**src/rtl/mul_iterative_if.sv**
```systemverilog
// Request/response bundle for the iterative multiplier.
// The master side issues start/a/b; the slave side (the multiplier) returns status and results.
interface mul_iterative_if #(
  parameter int unsigned SIZE = 64
);
  logic            start;
  logic [SIZE-1:0] a;
  logic [SIZE-1:0] b;
  logic            busy;
  logic            done;
  logic [SIZE-1:0] result_lo;
  logic [SIZE-1:0] result_hi;

  modport master (
    output start, a, b,
    input  busy, done, result_lo, result_hi
  );

  modport slave (
    input  start, a, b,
    output busy, done, result_lo, result_hi
  );
endinterface

```
**src/rtl/mul_iterative.sv**
```systemverilog
// Iterative unsigned shift-and-add multiplier producing the low (MUL) and high (UMULH)
// halves of a SIZE x SIZE product, one multiplier bit per cycle.
// Optional build macro: MUL_EARLY_TERM_EN -- leave RUN as soon as the remaining multiplier
// bits are all zero; results are unchanged, only latency shrinks.
module mul_iterative #(
  parameter int unsigned SIZE = 64
) (
  input logic           clk,
  input logic           reset,
  mul_iterative_if.slave bus
);

  localparam int unsigned CntW = $clog2(SIZE);

  typedef enum logic [1:0] {StIdle, StRun, StDone} state_e;

  state_e            state_q, state_d;
  logic [2*SIZE-1:0] mcand_q;
  logic [2*SIZE-1:0] acc_q;
  logic [SIZE-1:0]   mplier_q;
  logic [CntW-1:0]   count_q;
  logic [SIZE-1:0]   res_lo_q;
  logic [SIZE-1:0]   res_hi_q;

  logic [2*SIZE-1:0] acc_sum;
  logic              load;
  logic              last;

  // Datapath control: accumulate candidate, load request and final-iteration detect.
  always_comb begin
    acc_sum = mplier_q[0] ? (acc_q + mcand_q) : acc_q;
    load    = bus.start && ((state_q == StIdle) || (state_q == StDone));
`ifdef MUL_EARLY_TERM_EN
    // Post-shift multiplier zero means this iteration consumed the highest set bit.
    last    = (count_q == CntW'(SIZE - 1)) || (mplier_q[SIZE-1:1] == '0);
`else
    last    = (count_q == CntW'(SIZE - 1));
`endif
  end

  // State register.
  always_ff @(posedge clk) begin
    if (reset) begin
      state_q <= StIdle;
    end else begin
      state_q <= state_d;
    end
  end

  // Next-state logic; start is only honoured in IDLE or DONE.
  always_comb begin
    state_d = state_q;
    unique case (state_q)
      StIdle:  if (bus.start) state_d = StRun;
      StRun:   if (last) state_d = StDone;
      StDone:  state_d = bus.start ? StRun : StIdle;
      default: state_d = StIdle;
    endcase
  end

  // Operand load, one shift-and-add iteration per RUN cycle, result capture on the last one.
  always_ff @(posedge clk) begin
    if (reset) begin
      mcand_q  <= '0;
      acc_q    <= '0;
      mplier_q <= '0;
      count_q  <= '0;
      res_lo_q <= '0;
      res_hi_q <= '0;
    end else if (load) begin
      mcand_q  <= {{SIZE{1'b0}}, bus.a};
      mplier_q <= bus.b;
      acc_q    <= '0;
      count_q  <= '0;
    end else if (state_q == StRun) begin
      acc_q    <= acc_sum;
      mcand_q  <= mcand_q << 1;
      mplier_q <= mplier_q >> 1;
      count_q  <= count_q + CntW'(1);
      // Capture includes this edge's add, so results land together with DONE.
      if (last) begin
        res_lo_q <= acc_sum[SIZE-1:0];
        res_hi_q <= acc_sum[2*SIZE-1:SIZE];
      end
    end
  end

  // Outputs decode registered state only; no input-to-output path.
  always_comb begin
    bus.busy      = (state_q == StRun);
    bus.done      = (state_q == StDone);
    bus.result_lo = res_lo_q;
    bus.result_hi = res_hi_q;
  end

endmodule

```
**src/flat_wrapper.sv**
```systemverilog
// flat-port wrapper written by rule: the top's interface ports become plain ports
module mul_iterative_flat 
#(
  parameter int unsigned SIZE = 64
)
  (clk, reset, bus_start, bus_a, bus_b, bus_busy, bus_done, bus_result_lo, bus_result_hi);
  mul_iterative_if #(.SIZE(SIZE)) bus_i ();
  input logic clk;
  input logic reset;
  input wire logic [$bits(bus_i.start)-1:0] bus_start;
  input wire logic [$bits(bus_i.a)-1:0] bus_a;
  input wire logic [$bits(bus_i.b)-1:0] bus_b;
  output wire logic [$bits(bus_i.busy)-1:0] bus_busy;
  output wire logic [$bits(bus_i.done)-1:0] bus_done;
  output wire logic [$bits(bus_i.result_lo)-1:0] bus_result_lo;
  output wire logic [$bits(bus_i.result_hi)-1:0] bus_result_hi;
  assign bus_i.start = bus_start;
  assign bus_i.a = bus_a;
  assign bus_i.b = bus_b;
  assign bus_busy = bus_i.busy;
  assign bus_done = bus_i.done;
  assign bus_result_lo = bus_i.result_lo;
  assign bus_result_hi = bus_i.result_hi;
  mul_iterative #(.SIZE(SIZE)) u_core (.clk(clk), .reset(reset), .bus(bus_i));
endmodule
```
**config.mk**
```make
export PLATFORM = sky130hd
export DESIGN_NAME = mul_iterative_flat
export DESIGN_NICKNAME = d
export VERILOG_FILES = /design/src/rtl/mul_iterative_if.sv /design/src/rtl/mul_iterative.sv /design/src/flat_wrapper.sv
export SDC_FILE = /design/constraint.sdc
export NUM_CORES = 1
export LEC_CHECK = 0
export BUFFER_PORTS_ARGS = -buffer_cell sky130_fd_sc_hd__buf_4
export CELL_PAD_IN_SITES_DETAIL_PLACEMENT = 1
export CELL_PAD_IN_SITES_GLOBAL_PLACEMENT = 1
export CORE_AREA = 2 2 259 261
export CTS_CLUSTER_DIAMETER = 200
export DETAILED_ROUTE_END_ITERATION = 8
export DIE_AREA = 0 0 261 263
export PLACE_DENSITY_LB_ADDON = 0.15
export SKIP_LAST_GASP = 1
export SYNTH_ARGS = -nofsm -noshare
export SYNTH_HDL_FRONTEND = slang
export SYNTH_SLANG_ARGS = --single-unit
export TNS_END_PERCENT = 1
```
**constraint.sdc**
```tcl
create_clock -name clk -period 4.35 [get_ports clk]
set_input_delay 1.305 -clock clk [delete_from_list [all_inputs] [get_ports clk]]
set_output_delay 1.305 -clock clk [all_outputs]
set_load 0.05 [all_outputs]
```
==> reports/summary.txt, run 1 <==
outcome -> finished, final reports clean
Min Hold Slack -> 0.4578 ns
skew final -> 0.01594 ns
TritonCTS Buffers -> 52
post-synthesis adder-cell area fraction -> 6.211%
clk slew on worst S/H paths -> 0.06 ns
Critical Path AT -> 4.64 ns
Post-Synth XOR/XNOR Area -> 4.059%
slack of the worst reg-to-reg path -> 0.19 ns
predominant post-synthesis flop cell -> dfxtp_1
DIE HEIGHT -> 263 um
max-cap viol count -> 0
Total Wirelength -> 109.1 mm
H-tree depth -> 2
via count of the first global-routing pass -> 27860
YS warnings -> 0
number of buffers and inverters on the critical path -> 1
Layout area overhead -> 17.24%
Nets -> 3857
grt total ovfl -> 0
startpoint types -> flop
core footprint -> 65630 um^2
largest family of logic cells by synthesized area -> compound AO/OA/AOI/OAI gates
IO buf count -> 260
r2r worst-path depth -> 14
Least-Margin Pin Slew -> 1.142 ns
Post-Syn Area -> 26110 um^2
hold path startpoint -> u_core.bus.result_lo[19]$_SDFFE_PP0P_
R2R Path Start -> u_core.acc_q[0]$_SDFFE_PP0P_
leading cell types in the layout, fill and taps excluded -> 455 x nand2_1, 455 x dfxtp_1, 431 x a21oi_1
Die Width -> 261 um
first-pass GRT wire length -> 167.3 mm
routed wl met2 -> 53.25 mm
hpwl dp -> 80.30 mm
Routed met1 length -> 46.89 mm
Min-Delay Endpoint -> u_core.bus.result_lo[19]$_SDFFE_PP0P_
Hold Path Cell Cnt -> 2
# Post-CTS Setup Buffers -> 0
Cell Rows -> 94
routability cong. -> 0.9720
critical path's slowest cell -> a2111oi_0
Tot GR Track Use -> 30.99%
period utilization -> 95.62%
DRT Pass-1 Iters -> 5
EDFF count, synth -> 0
Synth Area in Simple Gates -> 21.49%
share of cells above drive strength 1 -> 12.94%
Root Driver -> clkbuf_16
DIE AREA -> 68640 um^2
highest routed layer -> met5
via count -> 27050
FF+latch count, synth -> 456
Starting Density -> 39.78%
Compound-Gate Fraction of Synth Area -> 26.47%
Max Root-Sink Buffers -> 3
max-slew violation count -> 0
I/O pins -> 261
ys async rst share -> 0%
Vias/cell -> 6.007
CP cell instances -> ha_1 -> fa_1 -> a21o_1 -> a221o_1 -> buf_4 -> a211oi_4 -> o21a_1 -> a2111o_1 -> a21oi_1 -> o2111ai_2 -> a21oi_1 -> nor3b_2 -> xor2_1 -> a2111oi_0
Slew HR -> 23.85%
DRT antenna net count -> 0
sequential share of the synthesized area -> 34.97%
overall power -> 10.51 mW
post-route minimum period -> 4.159 ns
worst hold path type -> flop to flop
DR WL met3 -> 5.363 mm
DR iter-0 viols -> 1719
PD cells -> 343.3 nW/um^2
syn_area_per_cell -> 7.541 um^2
largest net degree at the start of global routing -> 188
Net Count, Synth -> 3722
CP max FO -> 5
largest delay contributor family on the critical path -> compound AO/OA/AOI/OAI gates
Setup Viol. Count Final -> 0
Area after DPL -> 28840 um^2
Setup crit end kind -> flop
CP dominant cell by count -> a21oi_1
Pleak -> 11.79 nW
total negative slack -> 0 ns
critical path class -> flop to flop
worst vdd ir -> 0.2920 mV
cell area after layout -> 30610 um^2
# DRC -> 0
R2R Path End -> u_core.bus.result_hi[56]$_SDFFE_PP0P_
Mapped Cells -> 3462
Skew-Pair Late Insertion Delay -> 0.62 ns
post-synthesis mux area share -> 2.439%
TritonCTS clock tree -> built
Critical Path Max Stage Delay -> 0.45 ns
initial antenna violation count -> 4
post-synthesis cell type count -> 83
endpoints failing hold -> 0
RSZ-0062 raised after global routing -> yes
drt wl/cell -> 24.21 um
CP Data Required Time -> 4.83 ns
f_max -> 0.2404 GHz
clk sinks -> 456
==> cells in the mapped netlist, types with 16 or more instances <==
cell type | n | area (um^2)
xnor2_1 | 65 | 569.3
a21o_1 | 49 | 367.9
dfxtp_1 | 456 | 9129
o22ai_1 | 125 | 782.0
o21a_1 | 20 | 150.1
buf_2 | 25 | 125.1
a211oi_1 | 113 | 848.3
nor3_1 | 174 | 870.8
ha_1 | 128 | 1602
mux2i_1 | 58 | 580.6
buf_1 | 16 | 60.06
a31oi_1 | 31 | 193.9
inv_1 | 38 | 142.6
nand4_1 | 73 | 456.7
nand2_1 | 458 | 1719
nor2_1 | 411 | 1543
o21ai_0 | 188 | 940.9
clkbuf_1 | 216 | 810.8
o21bai_1 | 38 | 285.3
a21oi_1 | 431 | 2157
nand3_1 | 46 | 230.2
xor2_1 | 56 | 490.5
==> kinds of logic (layout without fill, tap and decap cells) <==
family,Yosys count,count (layout)
AND/OR/NAND/NOR,1273,1273
AO/OA/AOI/OAI,1125,1125
flip-flops,456,456
buffers and inverters,295,472
adder cells (fa/ha/maj),129,129
XOR/XNOR,121,121
multiplexers,63,63
other,0,1
==> worst max-delay path by stage <==
stage | cells past startpoint | to | slack [ns] | startpoint
2_1_floorplan | 13 | u_core.bus.result_hi[6]$_SDFFE_PP0P_ | 0.92 | u_core.acc_q[0]$_SDFFE_PP0P_
3_3_place_gp | 14 | u_core.bus.result_hi[56]$_SDFFE_PP0P_ | 0.14 | u_core.acc_q[0]$_SDFFE_PP0P_
3_5_place_dp | 14 | u_core.bus.result_hi[56]$_SDFFE_PP0P_ | -0.15 | u_core.acc_q[0]$_SDFFE_PP0P_
4_1_cts | 14 | u_core.bus.result_hi[56]$_SDFFE_PP0P_ | 0.07 | u_core.acc_q[0]$_SDFFE_PP0P_
5_1_grt | 14 | u_core.bus.result_hi[51]$_SDFFE_PP0P_ | -0.09 | u_core.acc_q[6]$_SDFFE_PP0P_
6_report | 14 | u_core.bus.result_hi[56]$_SDFFE_PP0P_ | 0.19 | u_core.acc_q[0]$_SDFFE_PP0P_
==> timing repair <==
| item | in CTS | in global routing |
|---|---|---|
| gates resized for setup | 2 | 2 |
| setup endpoints to repair | 1 | 4 |
| pin swaps | 0 | 0 |
| hold buffers | 0 | 0 |
| gates cloned | 0 | 0 |
==> final cells by class <==
class,instances,area [um^2]
fill,8077,35020
multi-input combinational,2711,15910
sequential,456,9133
timing repair buffer,338,2591
clock buffer,74,1474
tap,864,1081
clock inverter,22,272.8
inverter,38,148.9
antenna,1,2.502
==> routing by layer <==
metal | vias up | track usage (%)
met5 | - | 0
met4 | 2 | 9.813
met3 | 180 | 4.188
met2 | 649 | 54.05
met1 | 13450 | 39.25
li1 | 12770 | -
==> sequential cells by signal, summed over array words and instances, names as in the netlist <==
signal                flops
u_core.acc_q            128
u_core.bus.result_hi     64
u_core.bus.result_lo     64
u_core.count_q            6
u_core.mcand_q          128
u_core.mplier_q          64
u_core.state_q            2
==> per-stage QoR <==
step / worst slack [ns] / util (%) / std cells
after floorplan: 0.9210 / - / 3462
after global placement: 0.1390 / 43.95 / 4407
after detailed placement: -0.1478 / 43.95 / 4407
after CTS: 0.06566 / 46.63 / 4503
after global routing: -0.08573 / 46.64 / 4503
final: 0.1907 / 46.64 / 4504
==> where the power goes <==
part	internal, mW	leakage [nW]	total [mW]	switching, mW
logic	0.495	7.22	1.43	0.938
registers	4.34	3.71	4.48	0.141
clock network	2.66	0.852	4.60	1.94
==> tightest hold or removal path, stage by stage, from the launching register on <==
cell     delay [ns]
dfxtp_1        0.31
nand2_1        0.05
a21oi_1        0.05
Note: power is estimated with default switching activity, not from simulation.
==> run 2: changes to the inputs <==
PLACE_DENSITY_LB_ADDON = 0.1   (was 0.15)
SETUP_SLACK_MARGIN = 0.3   (was unset)
==> reports/summary.txt, run 2 (synthesized netlist as in run 1, its figures left out) <==
RSZ-0062 raised after global routing -> yes (unchanged)
period utilization -> 92.14% (was 95.62%)
GR Util met3 -> 3.842% (was 4.188%)
worst vdd ir -> 0.2800 mV (was 0.2920 mV)
Combinational Power Share -> 13.8% (was 13.6%)
Die Width -> 261 um (unchanged)
endpoints failing hold -> 0 (unchanged)
share of cells above drive strength 1 -> 13.78% (was 12.94%)
drt wl/cell -> 24.12 um (was 24.21 um)
Seq pwr share -> 43.2% (was 42.6%)
DIE AREA -> 68640 um^2 (unchanged)
outcome -> finished, violations left (was finished, final reports clean)
CP max FO -> 5 (unchanged)
placed insts -> 4416 (was 4407)
failing checks -> slew limit
post-route minimum period -> 4.008 ns (was 4.159 ns)
Setup Viol. Count Final -> 0 (unchanged)
clk slew on worst S/H paths -> 0.06 ns (about the same)
Slew HR -> -6.726% (was 23.85%)
largest registers -> u_core.acc_q: 128 flops, u_core.mcand_q: 128 flops (unchanged)
Least-Margin Pin Slew -> 1.601 ns (was 1.142 ns)
routability cong. -> 0.9840 (was 0.9720)
# DRC -> 0 (unchanged)
Layout area overhead -> 17.82% (was 17.24%)
first-pass GRT wire length -> 168.3 mm (was 167.3 mm)
Global Route met2 Usage -> 53.76% (was 54.05%)
PD cells -> 336.2 nW/um^2 (was 343.3 nW/um^2)
TritonCTS clock tree -> built (unchanged)
DIE HEIGHT -> 263 um (unchanged)
max-slew violation count -> 70 (was 0)
startpoint types -> flop (unchanged)
Tot GR Track Use -> 31.12% (was 30.99%)
Critical Path AT -> 4.49 ns (was 4.64 ns)
commonest non-fill, non-tap cell in the layout -> dfxtp_1
Skew-Pair Late Insertion Delay -> 0.63 ns (was 0.62 ns)
total negative slack -> 0 ns (unchanged)
hpwl dp -> 81.25 mm (was 80.30 mm)
core footprint -> 65630 um^2 (unchanged)
Starting Density -> 39.78% (unchanged)
sw frac -> 28.86% (was 28.69%)
TritonCTS Buffers -> 53 (was 52)
Pleak -> 11.84 nW (was 11.79 nW)
Root Driver -> clkbuf_16 (unchanged)
overall power -> 10.34 mW (was 10.51 mW)
Total Wirelength -> 108.9 mm (was 109.1 mm)
critical path class -> flop to flop (unchanged)
number of fill cells -> 8066 (was 8077)
via count -> 27060 (was 27050)
f_max -> 0.2495 GHz (was 0.2404 GHz)
Cell Rows -> 94 (unchanged)
clk sinks -> 456 (unchanged)
initial antenna violation count -> 0 (was 4)
I/O pins -> 261 (unchanged)
worst hold path type -> flop to flop (unchanged)
skew final -> 0.02125 ns (was 0.01594 ns)
CP Data Required Time -> 4.83 ns (about the same)
GR Layer Usage met1 -> 39.69% (was 39.25%)
DRT antenna net count -> 0 (unchanged)
largest net degree at the start of global routing -> 208 (was 188)
Ant. Diodes -> 0 (was 1)
non-filler cells in the finished layout -> 4514 (was 4504)
H-tree depth -> 2 (unchanged)
DR iter-0 viols -> 1552 (was 1719)
Internal -> 7.356 mW (was 7.494 mW)
max-cap viol count -> 0 (unchanged)
P_sw -> 2.984 mW (was 3.015 mW)
R2R Path Start -> u_core.acc_q[0]$_SDFFE_PP0P_ (unchanged)
hold path startpoint -> u_core.bus.result_lo[19]$_SDFFE_PP0P_ (unchanged)
global route hottest layer -> met2 (unchanged)
Min Hold Slack -> 0.4695 ns (was 0.4578 ns)
Vias/cell -> 5.995 (was 6.007)
Setup crit start -> u_core.acc_q[0]$_SDFFE_PP0P_ (unchanged)
via count of the first global-routing pass -> 28250 (was 27860)
grt total ovfl -> 0 (unchanged)
Setup crit end kind -> flop (unchanged)
power share of the clock group -> 43.0% (was 43.8%)
Max Root-Sink Buffers -> 3 (unchanged)
# hold bufs at CTS -> 0 (unchanged)
DRT Pass-1 Iters -> 5 (unchanged)
leading cell types in the layout, fill and taps excluded -> 455 x dfxtp_1, 454 x nand2_1, 427 x a21oi_1 (was 455 x nand2_1, 455 x dfxtp_1, 431 x a21oi_1)
Nets -> 3872 (was 3857)
IO buf count -> 260 (unchanged)
run 2: cell count changes in the layout (fill, tap and decap cells not counted), sizes merged:
| cell | delta |
|---|---|
| buf | +14 |
| clkinv | -4 |
| clkinvlp | +3 |
| bufinv | -2 |
| clkbuf | -1 |
| diode | -1 |
| inv | +1 |
run 2: final cells by class:
class                   count  area (um^2)  area share (%)
repair buffers            352         2709           8.807
clock inverters            20        216.5          0.7037
multi-input cells        2711        16010           52.05
flip-flops and latches    456         9133           29.69
well taps                 864         1081           3.514
inverters                  38        148.9          0.4841
clock buffers              73         1461           4.751
run 2: worst max-delay path: stages, from the launching register on:
cell,delay (ns)
dfxtp_1,0.33
ha_1,0.22
fa_1,0.41
a21o_1,0.21
a221o_2,0.41
a211oi_4,0.38
o31a_1,0.34
nand2_2,0.14
a21o_1,0.23
a31oi_2,0.33
nor2_1,0.12
o21ai_1,0.19
nand2_1,0.11
a2111oi_0,0.43
run 2: timing repair:
item | in CTS | in global routing
gates resized for setup | 3 | 26
pin swaps | 0 | 8
setup buffers | 0 | 5
setup endpoints to repair | 4 | 44
run 2: path summary, 6_finish.rpt:
check / to / slack, ns / cells past startpoint
worst max-delay path: u_core.bus.result_hi[4]$_SDFFE_PP0P_ / 0.34 / 13
worst min-delay path: u_core.bus.result_lo[19]$_SDFFE_PP0P_ / 0.47 / 2
worst max register to register: u_core.bus.result_hi[4]$_SDFFE_PP0P_ / 0.34 / 13
worst min register to register: u_core.bus.result_lo[19]$_SDFFE_PP0P_ / 0.47 / 2
run 2: metal layers:
layer / wire length (um) / share of wire (%)
met1: 47360 / 43
met2: 53110 / 49
met3: 4334 / 4.0
met4: 4100 / 3.8
met5: 0 / 0
run 2: power groups by stage:
| stage | sequential [mW] | clock (mW) | combinational (mW) |
|---|---|---|---|
| after global routing | 4.49 | 4.71 | 1.56 |
| after detailed placement | 4.56 | 0 | 1.41 |
| after floorplan | 4.51 | 0 | 0.944 |
| after global placement | 4.54 | 0 | 1.38 |
| after CTS | 4.47 | 4.53 | 1.42 |
| final | 4.47 | 4.44 | 1.43 |
run 2: metrics by stage:
step	utilization [%]	setup slack, ns	instance area (um^2)
2_1_floorplan	-	0.9210	26110
3_3_place_gp	44.07	0.2009	28920
3_5_place_dp	44.07	0.09992	28920
4_1_cts	46.64	0.2708	30610
5_1_grt	46.87	0.2102	30760
6_report	46.87	0.3419	30760
